`config.mk`:
```
export PLATFORM = sky130hd
export DESIGN_NAME = fetch_unit_flat
export DESIGN_NICKNAME = d
export VERILOG_FILES = /design/src/rtl/fetch_pkg.sv /design/src/rtl/fetch_unit_if.sv /design/src/rtl/inst_fifo.sv /design/src/rtl/fetch_unit.sv /design/src/flat_wrapper.sv
export SDC_FILE = /design/constraint.sdc
export NUM_CORES = 1
export LEC_CHECK = 0
export ABC_AREA = 1
export BUFFER_PORTS_ARGS = -buffer_cell sky130_fd_sc_hd__buf_2
export CORE_ASPECT_RATIO = 0.7
export CORE_UTILIZATION = 27
export DETAILED_ROUTE_END_ITERATION = 12
export SETUP_SLACK_MARGIN = 0.02
export SYNTH_ARGS = -nofsm -noshare
export SYNTH_HDL_FRONTEND = slang
export SYNTH_SLANG_ARGS = --single-unit
```
`constraint.sdc`:
```
create_clock -name clk -period 1.6 [get_ports clk]
set_input_delay 0.16 -clock clk [delete_from_list [all_inputs] [get_ports clk]]
set_output_delay 0.16 -clock clk [all_outputs]
set_load 0.02 [all_outputs]
```
`src/rtl/fetch_pkg.sv`:
```
// Shared definitions for the instruction fetch front-end: AXI read constants and FSM encoding.
package fetch_pkg;

    localparam logic [1:0] BURST_FIXED = 2'b00;
    localparam logic [2:0] SIZE_WORD   = 3'd2;
    localparam logic [7:0] LEN_SINGLE  = 8'd0;
    localparam logic [1:0] RESP_OKAY   = 2'b00;

    typedef enum logic [1:0] {
        ST_IDLE = 2'd0,
        ST_ADDR = 2'd1,
        ST_DATA = 2'd2
    } fetch_state_t;

endpackage

```
`src/rtl/fetch_unit_if.sv`:
```
// AXI-style single-beat read channel between the fetch unit and instruction memory.
interface fetch_unit_if #(
    parameter int unsigned WIDTH = 32
);
    logic             arvalid;
    logic [WIDTH-1:0] araddr;
    logic [1:0]       arburst;
    logic [2:0]       arsize;
    logic [7:0]       arlen;
    logic             arready;
    logic             rvalid;
    logic [WIDTH-1:0] rdata;
    logic             rlast;
    logic [1:0]       rresp;
    logic             rready;

    modport master (
        output arvalid, araddr, arburst, arsize, arlen, rready,
        input  arready, rvalid, rdata, rlast, rresp
    );

    modport slave (
        input  arvalid, araddr, arburst, arsize, arlen, rready,
        output arready, rvalid, rdata, rlast, rresp
    );
endinterface

```
`src/rtl/inst_fifo.sv`:
```
// Registered instruction buffer with flush; flush takes priority over push and pop.
module inst_fifo #(
    parameter int unsigned WIDTH = 65,
    parameter int unsigned DEPTH = 4
) (
    input  logic                     clk,
    input  logic                     rst_n,
    input  logic                     push,
    input  logic [WIDTH-1:0]         push_data,
    input  logic                     pop,
    input  logic                     flush,
    output logic [$clog2(DEPTH):0]   count,
    output logic                     head_valid,
    output logic [WIDTH-1:0]         head_data
);
    localparam int unsigned PTR_W = $clog2(DEPTH);
    localparam int unsigned CNT_W = PTR_W + 1;

    logic [WIDTH-1:0] mem_q [DEPTH];
    logic [WIDTH-1:0] mem_d [DEPTH];
    logic [PTR_W-1:0] wr_ptr_q, wr_ptr_d;
    logic [PTR_W-1:0] rd_ptr_q, rd_ptr_d;
    logic [CNT_W-1:0] cnt_q, cnt_d;
    logic             do_pop;

    assign do_pop = pop && (cnt_q != '0);

    always_comb begin
        mem_d    = mem_q;
        wr_ptr_d = wr_ptr_q;
        rd_ptr_d = rd_ptr_q;
        cnt_d    = cnt_q;
        if (flush) begin
            wr_ptr_d = '0;
            rd_ptr_d = '0;
            cnt_d    = '0;
        end else begin
            if (push) begin
                mem_d[wr_ptr_q] = push_data;
                wr_ptr_d        = wr_ptr_q + PTR_W'(1);
            end
            if (do_pop) begin
                rd_ptr_d = rd_ptr_q + PTR_W'(1);
            end
            if (push && !do_pop) begin
                cnt_d = cnt_q + CNT_W'(1);
            end else if (!push && do_pop) begin
                cnt_d = cnt_q - CNT_W'(1);
            end
        end
    end

    // Storage is reset so the head fields read zero out of reset.
    always_ff @(posedge clk or negedge rst_n) begin
        if (!rst_n) begin
            for (int i = 0; i < int'(DEPTH); i++) begin
                mem_q[i] <= '0;
            end
            wr_ptr_q <= '0;
            rd_ptr_q <= '0;
            cnt_q    <= '0;
        end else begin
            mem_q    <= mem_d;
            wr_ptr_q <= wr_ptr_d;
            rd_ptr_q <= rd_ptr_d;
            cnt_q    <= cnt_d;
        end
    end

    assign count      = cnt_q;
    assign head_valid = (cnt_q != '0);
    assign head_data  = mem_q[rd_ptr_q];

endmodule

```
`src/rtl/fetch_unit.sv`:
```
// Instruction fetch front-end: PC, single-outstanding AXI read master and decode-facing buffer.
module fetch_unit
    import fetch_pkg::*;
#(
    parameter int unsigned      WIDTH     = 32,
    parameter int unsigned      BUF_DEPTH = 4,
    parameter logic [WIDTH-1:0] RESET_PC  = '0
) (
    input  logic             clk,
    input  logic             rst_n,
    fetch_unit_if.master     axi,
    input  logic             redirect_valid,
    input  logic [WIDTH-1:0] redirect_pc,
    output logic             inst_valid,
    output logic [WIDTH-1:0] inst_data,
    output logic [WIDTH-1:0] inst_pc,
    output logic             inst_err,
    input  logic             inst_ready
);
    localparam int unsigned ENTRY_W = 2 * WIDTH + 1;
    localparam int unsigned CNT_W   = $clog2(BUF_DEPTH) + 1;

    fetch_state_t     state_q, state_d;
    logic [WIDTH-1:0] pc_q, pc_d;
    logic [WIDTH-1:0] req_pc_q, req_pc_d;
    logic [WIDTH-1:0] araddr_q, araddr_d;
    logic             drop_q, drop_d;
    logic             arvalid_q, arvalid_d;
    logic             rready_q, rready_d;
    logic             ar_hs, r_hs, push;
    logic [CNT_W-1:0] fifo_count;
    logic [ENTRY_W-1:0] head_data;

    assign ar_hs = arvalid_q && axi.arready;
    assign r_hs  = rready_q && axi.rvalid;

    always_ff @(posedge clk or negedge rst_n) begin
        if (!rst_n) begin
            state_q <= ST_IDLE;
        end else begin
            state_q <= state_d;
        end
    end

    // A redirect seen in IDLE holds off issue for one cycle so the new PC is used.
    always_comb begin
        state_d = state_q;
        case (state_q)
            ST_IDLE: if (!redirect_valid && (fifo_count < CNT_W'(BUF_DEPTH))) state_d = ST_ADDR;
            ST_ADDR: if (ar_hs) state_d = ST_DATA;
            ST_DATA: if (r_hs)  state_d = ST_IDLE;
            default: state_d = ST_IDLE;
        endcase
    end

    always_comb begin
        arvalid_d = (state_d == ST_ADDR);
        rready_d  = (state_d == ST_DATA);
        araddr_d  = araddr_q;
        req_pc_d  = req_pc_q;
        if ((state_q == ST_IDLE) && (state_d == ST_ADDR)) begin
            araddr_d = WIDTH'(pc_q >> 2);
            req_pc_d = pc_q;
        end
    end

    // A beat completing on the redirect edge is flushed anyway, so it does not arm drop.
    always_comb begin
        pc_d   = pc_q;
        drop_d = drop_q;
        push   = 1'b0;
        if (r_hs) begin
            if (drop_q) begin
                drop_d = 1'b0;
            end else begin
                push = 1'b1;
                pc_d = req_pc_q + WIDTH'(4);
            end
        end
        if (redirect_valid) begin
            pc_d = redirect_pc;
            if ((state_q == ST_ADDR) || ((state_q == ST_DATA) && !r_hs)) begin
                drop_d = 1'b1;
            end
        end
    end

    always_ff @(posedge clk or negedge rst_n) begin
        if (!rst_n) begin
            pc_q      <= RESET_PC;
            req_pc_q  <= '0;
            araddr_q  <= '0;
            drop_q    <= 1'b0;
            arvalid_q <= 1'b0;
            rready_q  <= 1'b0;
        end else begin
            pc_q      <= pc_d;
            req_pc_q  <= req_pc_d;
            araddr_q  <= araddr_d;
            drop_q    <= drop_d;
            arvalid_q <= arvalid_d;
            rready_q  <= rready_d;
        end
    end

    inst_fifo #(
        .WIDTH (ENTRY_W),
        .DEPTH (BUF_DEPTH)
    ) u_inst_fifo (
        .clk        (clk),
        .rst_n      (rst_n),
        .push       (push),
        .push_data  ({axi.rresp != RESP_OKAY, req_pc_q, axi.rdata}),
        .pop        (inst_ready),
        .flush      (redirect_valid),
        .count      (fifo_count),
        .head_valid (inst_valid),
        .head_data  (head_data)
    );

    assign inst_data = head_data[WIDTH-1:0];
    assign inst_pc   = head_data[2*WIDTH-1:WIDTH];
    assign inst_err  = head_data[2*WIDTH];

    assign axi.arvalid = arvalid_q;
    assign axi.araddr  = araddr_q;
    assign axi.arburst = BURST_FIXED;
    assign axi.arsize  = SIZE_WORD;
    assign axi.arlen   = LEN_SINGLE;
    assign axi.rready  = rready_q;

endmodule

```
`src/flat_wrapper.sv`:
```
// flat-port wrapper written by rule: the top's interface ports become plain ports
module fetch_unit_flat import fetch_pkg::*;
#(
    parameter int unsigned      WIDTH     = 32,
    parameter int unsigned      BUF_DEPTH = 4,
    parameter logic [WIDTH-1:0] RESET_PC  = '0
)
  (clk, rst_n, redirect_valid, redirect_pc, inst_valid, inst_data, inst_pc, inst_err, inst_ready, axi_arvalid, axi_araddr, axi_arburst, axi_arsize, axi_arlen, axi_rready, axi_arready, axi_rvalid, axi_rdata, axi_rlast, axi_rresp);
  fetch_unit_if #(.WIDTH(WIDTH)) axi_i ();
  input  logic clk;
  input  logic rst_n;
  input  logic redirect_valid;
  input  logic [WIDTH-1:0] redirect_pc;
  output logic inst_valid;
  output logic [WIDTH-1:0] inst_data;
  output logic [WIDTH-1:0] inst_pc;
  output logic inst_err;
  input  logic inst_ready;
  output wire logic [$bits(axi_i.arvalid)-1:0] axi_arvalid;
  output wire logic [$bits(axi_i.araddr)-1:0] axi_araddr;
  output wire logic [$bits(axi_i.arburst)-1:0] axi_arburst;
  output wire logic [$bits(axi_i.arsize)-1:0] axi_arsize;
  output wire logic [$bits(axi_i.arlen)-1:0] axi_arlen;
  output wire logic [$bits(axi_i.rready)-1:0] axi_rready;
  input wire logic [$bits(axi_i.arready)-1:0] axi_arready;
  input wire logic [$bits(axi_i.rvalid)-1:0] axi_rvalid;
  input wire logic [$bits(axi_i.rdata)-1:0] axi_rdata;
  input wire logic [$bits(axi_i.rlast)-1:0] axi_rlast;
  input wire logic [$bits(axi_i.rresp)-1:0] axi_rresp;
  assign axi_arvalid = axi_i.arvalid;
  assign axi_araddr = axi_i.araddr;
  assign axi_arburst = axi_i.arburst;
  assign axi_arsize = axi_i.arsize;
  assign axi_arlen = axi_i.arlen;
  assign axi_rready = axi_i.rready;
  assign axi_i.arready = axi_arready;
  assign axi_i.rvalid = axi_rvalid;
  assign axi_i.rdata = axi_rdata;
  assign axi_i.rlast = axi_rlast;
  assign axi_i.rresp = axi_rresp;
  fetch_unit #(.WIDTH(WIDTH), .BUF_DEPTH(BUF_DEPTH), .RESET_PC(RESET_PC)) u_core (.clk(clk), .rst_n(rst_n), .axi(axi_i), .redirect_valid(redirect_valid), .redirect_pc(redirect_pc), .inst_valid(inst_valid), .inst_data(inst_data), .inst_pc(inst_pc), .inst_err(inst_err), .inst_ready(inst_ready));
endmodule
```
* Yosys cells after proc, flatten, opt, wreduce, memory -nomap -nowiden *
Cells that the tools add are included.
Widths: inputs -> output; s select.

storage, ports and cells
  input port bits = 73
  logic and storage cells = 79
  register bits after elaboration = 366

cells by class
  bitwise operators = 3
  reduce and logical (&&, ||, !) cells = 23
  add/subtract/negate cells = 5
  $lt $le $gt $ge = 4
  equality and inequality tests = 5
  multiplexer cells = 25

operators with widths
  cell                   number
  $bwmux 260             1
  $mux 65                3
  $bmux 65 s2            1
  $demux 65 s2           1
  $mux 32                3
  $add 32x3->32 const B  1
  $mux 2                 7
  $logic_and 1x1->1      9
  $mux 3                 3
  $reduce_bool 2->1      4
  $ge 3x3->1 const B     2
  $not 2->3              2
  $pmux 2 s3             1
  $reduce_bool 3->1      2
  $mux 1                 5
  $add 2x1->2 const B    2
  $eq 2x1->1 const B     2
  $eq 2x2->1 const B     2
  $logic_not 1->1        4
  $reduce_and 2->1       2
  $add 3x1->3 const B    1
  $lt 3x1->1 const B     1
  $lt 3x3->1 const B     1
  $sub 3x1->3 const B    1
  other kinds (4)        4

* Depth between registers and ports, before layout *
  depth after elaboration = 7
  mapped depth = 10
  mapped depth without buffers = 10

* Hierarchy *
Synthesis repeated with hierarchy kept, for this count alone.

second synthesis, totals
  cells, all modules = 1,853
  area total of the unflattened synthesis = 16,353.2 sq um

by module, submodules not included
  module      cells each  instances  area an instance (sq um)
  inst_fifo   1,327       1          12,211.7
  fetch_unit  526         1          4,141.5

* Worst setup path before layout *
Ideal clock, no wire load.

  path type = register to register
  start = register u_core.u_inst_fifo.cnt_q[0] (netlist: u_core.u_inst_fifo.count[0])
  end = register u_core.u_inst_fifo.cnt_q[2] (netlist: u_core.u_inst_fifo.count[2])
  period minus slack after synthesis = 1.770 ns
  path buffers = 0
  data arrival time = 1.640 ns
  setup slack = -0.170 ns
  stages on the path, launching flop included = 11
  cells stage by stage = dfrtp_1 inv_1 nand3_1 nand2_1 nand2_1 inv_1 fa_1 xnor2_1 nand2_1 o211ai_1 o21ai_0

between the ends
  longest elaborated chain between the ends = 6
  elaborated cells on any way between the ends = 11
  classes of those cells = add/sub: 2; mux: 3; reduce/logical: 6

RTL lines
  element                 RTL line            RTL
  from (decl)             inst_fifo.sv:23     logic [CNT_W-1:0] cnt_q, cnt_d;
  from (signal assigned)  inst_fifo.sv:66     cnt_q <= cnt_d;
  $reduce_bool 3->1 (*)   -
  via inst_valid          flat_wrapper.sv:14  output logic inst_valid;
  $logic_and 1x1->1 (*)   inst_fifo.sv:26     assign do_pop = pop && (cnt_q != '0);
  $logic_not 1->1         inst_fifo.sv:45     if (push && !do_pop) begin
  $logic_and 1x1->1       inst_fifo.sv:45
  $mux 3                  inst_fifo.sv:45
  $mux 3                  inst_fifo.sv:33     if (flush) begin

Mark *: on every way through the listed nets, which the timed path passes. The rest lies on a longest branch. The select of a mux whose other input is x is not followed.
A chain may end at the register's enable or synchronous reset.

* Final worst setup path *
  start = register u_core.u_inst_fifo.rd_ptr_q[0]
  end = output inst_data[25]

between the ends
  longest elaborated chain between the ends = 4

RTL lines
  element                                      RTL line            RTL
  from (decl)                                  inst_fifo.sv:22     logic [PTR_W-1:0] rd_ptr_q, rd_ptr_d;
  from (signal assigned)                       inst_fifo.sv:65     rd_ptr_q <= rd_ptr_d;
  $not 2->3 (implied by the code)              inst_fifo.sv:72     assign head_data = mem_q[rd_ptr_q];
  $bmux 65 s2                                  inst_fifo.sv:72
  $mux 65 (implied by the code) (2 in series)  inst_fifo.sv:72
  to (decl)                                    flat_wrapper.sv:15  output logic [WIDTH-1:0] inst_data;

No other way between the ends. The select of a mux whose other input is x is not followed.

==> summary.txt <==
Floorplanning
  • Die span in x: 289 µm
  • Initial Util: 0.274
  • Io pins: 186
  • Die footprint: around 0.059 mm²
  • Die height: about 200 µm
  • Row count: 73
  • Core area: 0.0570 mm²

Finish
  • Multi-input gate area: 0.00637 mm²
  • Nets: 2144
  • Ant diodes: 0
  • Share of layout cells above drive strength 1: 0.255
  • Area growth, synth to finish: 33.4%
  • Utilization after layout: 0.366
  • Seq. cell area: around 0.0084 mm²
  • Fill cell count: 5756

Clock network
  • Reg clk slew, reported paths: 60 ps
  • TritonCTS clock tree: built
  • Root Driver: clkbuf_16
  • H-tree levels: 2
  • Clk_lat worst skew: about 560 ps
  • Clock sinks: approximately 340
  • CTS buffer count: 37
  • Clk buf depth: 3

Routing
  • Avg WL per Cell: approximately 17 µm
  • Final WL: 49600 µm
  • DRT iter0 DRCs: 1369
  • DRT antenna net count: 0
  • Router iterations before antenna repair: 5
  • Vias: roughly 14000
  • Via/cell ratio: 4.79
  • Detailed-route DRC error count: 0

Run
  • Max-cap viol count: 0

Yosys
  • Post-synth cell types: 33
  • Synth Instances: 1805
  • EDFF count, synth: 0
  • Most used DFF post-synth: dfrtp_1
  • Yosys warns: 0
  • Flops & latches, synth: roughly 340
  • Syn Std Cell Area: 0.0156 mm²
  • Mapped Avg Cell Area: 8.65 µm²
  • Post-synth ARST share: 1.00
  • Seq/Total Area, Yosys: 0.538

STA
  • Min cycle time layout: 2140 ps
  • RSZ-0062 raised after global routing: true
  • Final setup TNS: -29780 ps
  • Final Cycle Share: 1.34
  • Max Slew Vio Count: 0
  • Finish-stage setup viols: 65
  • Final hold viol count: 0
  • Peak Freq: 466 MHz
  • Clock skew: 35.0 ps
  • Final setup margin: -544 ps

GRT
  • GRT Total Usage: 0.166
  • Antenna violations before repair: 0
  • Wire length of the first global-routing pass: 76300 µm
  • Largest net degree at the start of global routing: 70
  • Global route overflow: 0
  • Vias in the first global route: between 10000 and 15000

Place
  • Post-DP HPWL: between 30000 and 40000 µm
  • I/O Buffers: 169
  • Post-Place Worst Slack: -114 ps
  • Placer's final routability congestion estimate: 0.929

Critical path
  • Startpoint class of the critical path: flop
  • Crit path required time: 1440 ps
  • Crit. End Element: output port
  • Crit Path Max Fanout: 28
  • Critical path class: flop to output port
  • Critical Path AT: around 2000 ps

Power
  • Maximum VDD drop: between 0.0008 and 0.0009 V
  • Power per cell area: between 1500 and 2000 mW/mm²
  • Leakage power: approximately 9.8 nW

Run status
  • Violated checks: negative setup slack
  • Status: finished, violations left

Hold path
  • Worst Hold Class: primary input to flop
==> path summary, 6_finish.rpt <==
path / from / to / slack [ps] / depth (start not counted)
setup / recovery: u_core.u_inst_fifo.rd_ptr_q[0] / inst_data[25] / -540 / 5
hold / removal: redirect_valid / u_core.pc_q[10] / 40 / 4
setup reg to reg: u_core.req_pc_q[3] / u_core.pc_q[22] / 20 / 11
hold reg to reg: u_core.u_inst_fifo.mem_q[149] / u_core.u_inst_fifo.mem_q[149] / 480 / 2
max in group asynchronous: rst_n / u_core.u_inst_fifo.mem_q[226] / 760 / 4
min in group asynchronous: rst_n / u_core.u_inst_fifo.mem_q[11] / 140 / 2
==> synthesized netlist by cell type, drive strengths merged (2+ instances only) <==
master,number,area share
o21ai,426,0.14
nand2,400,0.098
dfrtp,336,0.54
nor2,220,0.055
buf,110,0.059
inv,88,0.021
o22ai,65,0.026
clkbuf,50,0.012
nand3,34,0.011
a21oi,32,0.010
a22oi,16,0.0077
xor2,9,0.0050
ha,5,0.0040
o211ai,5,0.0024
conb,2,0.00048
nand3b,2,0.00096
==> per-layer routing <==
layer,vias to the layer above,track usage,routed length (µm)
met2,459,0.246,21300
li1,6454,-,-
met5,-,0,0
met3,74,0.0315,3360
met1,6634,0.246,23800
met4,0,0.0402,1110
==> layout make-up <==
cell class              count  share of cell area
flip-flops and latches    336               0.404
multi-input cells        1234               0.306
repair buffers            368               0.167
clock buffers              55              0.0515
well taps                 750              0.0450
inverters                  88              0.0169
clock inverters            12             0.00925
==> timing repair <==
item,in CTS,in global routing
resized for setup,165,173
endpoints found under the hold margin,382,0
hold buffers,69,0
setup endpoints to repair,88,132
pin swaps,21,32
cloned,6,2
buffers inserted,13,12
==> per-stage QoR <==
step                cells  hold slack, ps  cell area [µm²]  total power, W
floorplan            1818            -136            15700          0.0191
finish               2843            42.7            20800          0.0354
global route         2843            29.6            20800          0.0375
global placement     2675            86.7            17500          0.0235
detailed placement   2675            91.9            17500          0.0238
CTS                  2829            13.6            20200          0.0347
==> power breakdown <==
part	switching, W	internal (W)	total [W]	leakage [nW]
combinational	0.00862	0.00581	0.0144	4.77
clock	0.00370	0.00533	0.00903	0.617
sequential	0.00145	0.0105	0.0119	4.42
==> flip-flops by register name, summed over array words and instances, names as in the netlist <==
name                         count
u_core.req_pc_q                 31
u_core.state_q                   2
u_core.u_inst_fifo.mem_q       260
u_core.axi.rready                1
u_core.u_inst_fifo.wr_ptr_q      2
u_core.axi.arvalid               1
u_core.pc_q                     32
u_core.axi.araddr                1
u_core.u_inst_fifo.count         3
u_core.drop_q                    1
u_core.u_inst_fifo.rd_ptr_q      2
==> layout by cell type (no fill, tap or decap), types with 8 or more instances in the layout <==
| cell | synthesis | layout |
|---|---|---|
| a21oi_1 | 32 | 32 |
| a22oi_1 | 16 | 16 |
| buf_12 | 0 | 38 |
| buf_2 | 19 | 106 |
| buf_4 | 53 | 107 |
| buf_6 | 38 | 33 |
| clkbuf_1 | 49 | 10 |
| clkbuf_16 | 0 | 39 |
| clkbuf_8 | 0 | 8 |
| conb_1 | 2 | 15 |
| dfrtp_1 | 336 | 328 |
| dlygate4sd3_1 | 0 | 69 |
| inv_1 | 84 | 77 |
| inv_2 | 3 | 8 |
| nand2_1 | 394 | 388 |
| nand3_1 | 34 | 30 |
| nor2_1 | 215 | 176 |
| nor2_2 | 3 | 33 |
| nor2_4 | 1 | 10 |
| o21ai_0 | 286 | 210 |
| o21ai_1 | 105 | 147 |
| o21ai_2 | 35 | 66 |
| o22ai_1 | 65 | 39 |
| o22ai_2 | 0 | 24 |
| xor2_1 | 9 | 9 |
==> critical path, stage by stage (launching register included) <==
cell and delay [ps]:
dfrtp_4 530, buf_12 190, buf_12 170, o21ai_0 230, o22ai_2 120, buf_4 170
==> cells by family (layout without fill, tap and decap cells) <==
logic type | Yosys count | after routing | synth area share
flip-flops | 336 | 336 | 0.538
AO/OA/AOI/OAI | 545 | 545 | 0.192
XOR/XNOR | 10 | 10 | 0.00561
AND/OR/NAND/NOR | 658 | 658 | 0.166
buffers and inverters | 248 | 523 | 0.0925
adder cells (fa/ha/maj) | 6 | 6 | 0.00529
other | 2 | 15 | 0.000481
Power figures use the tool's default switching activity.
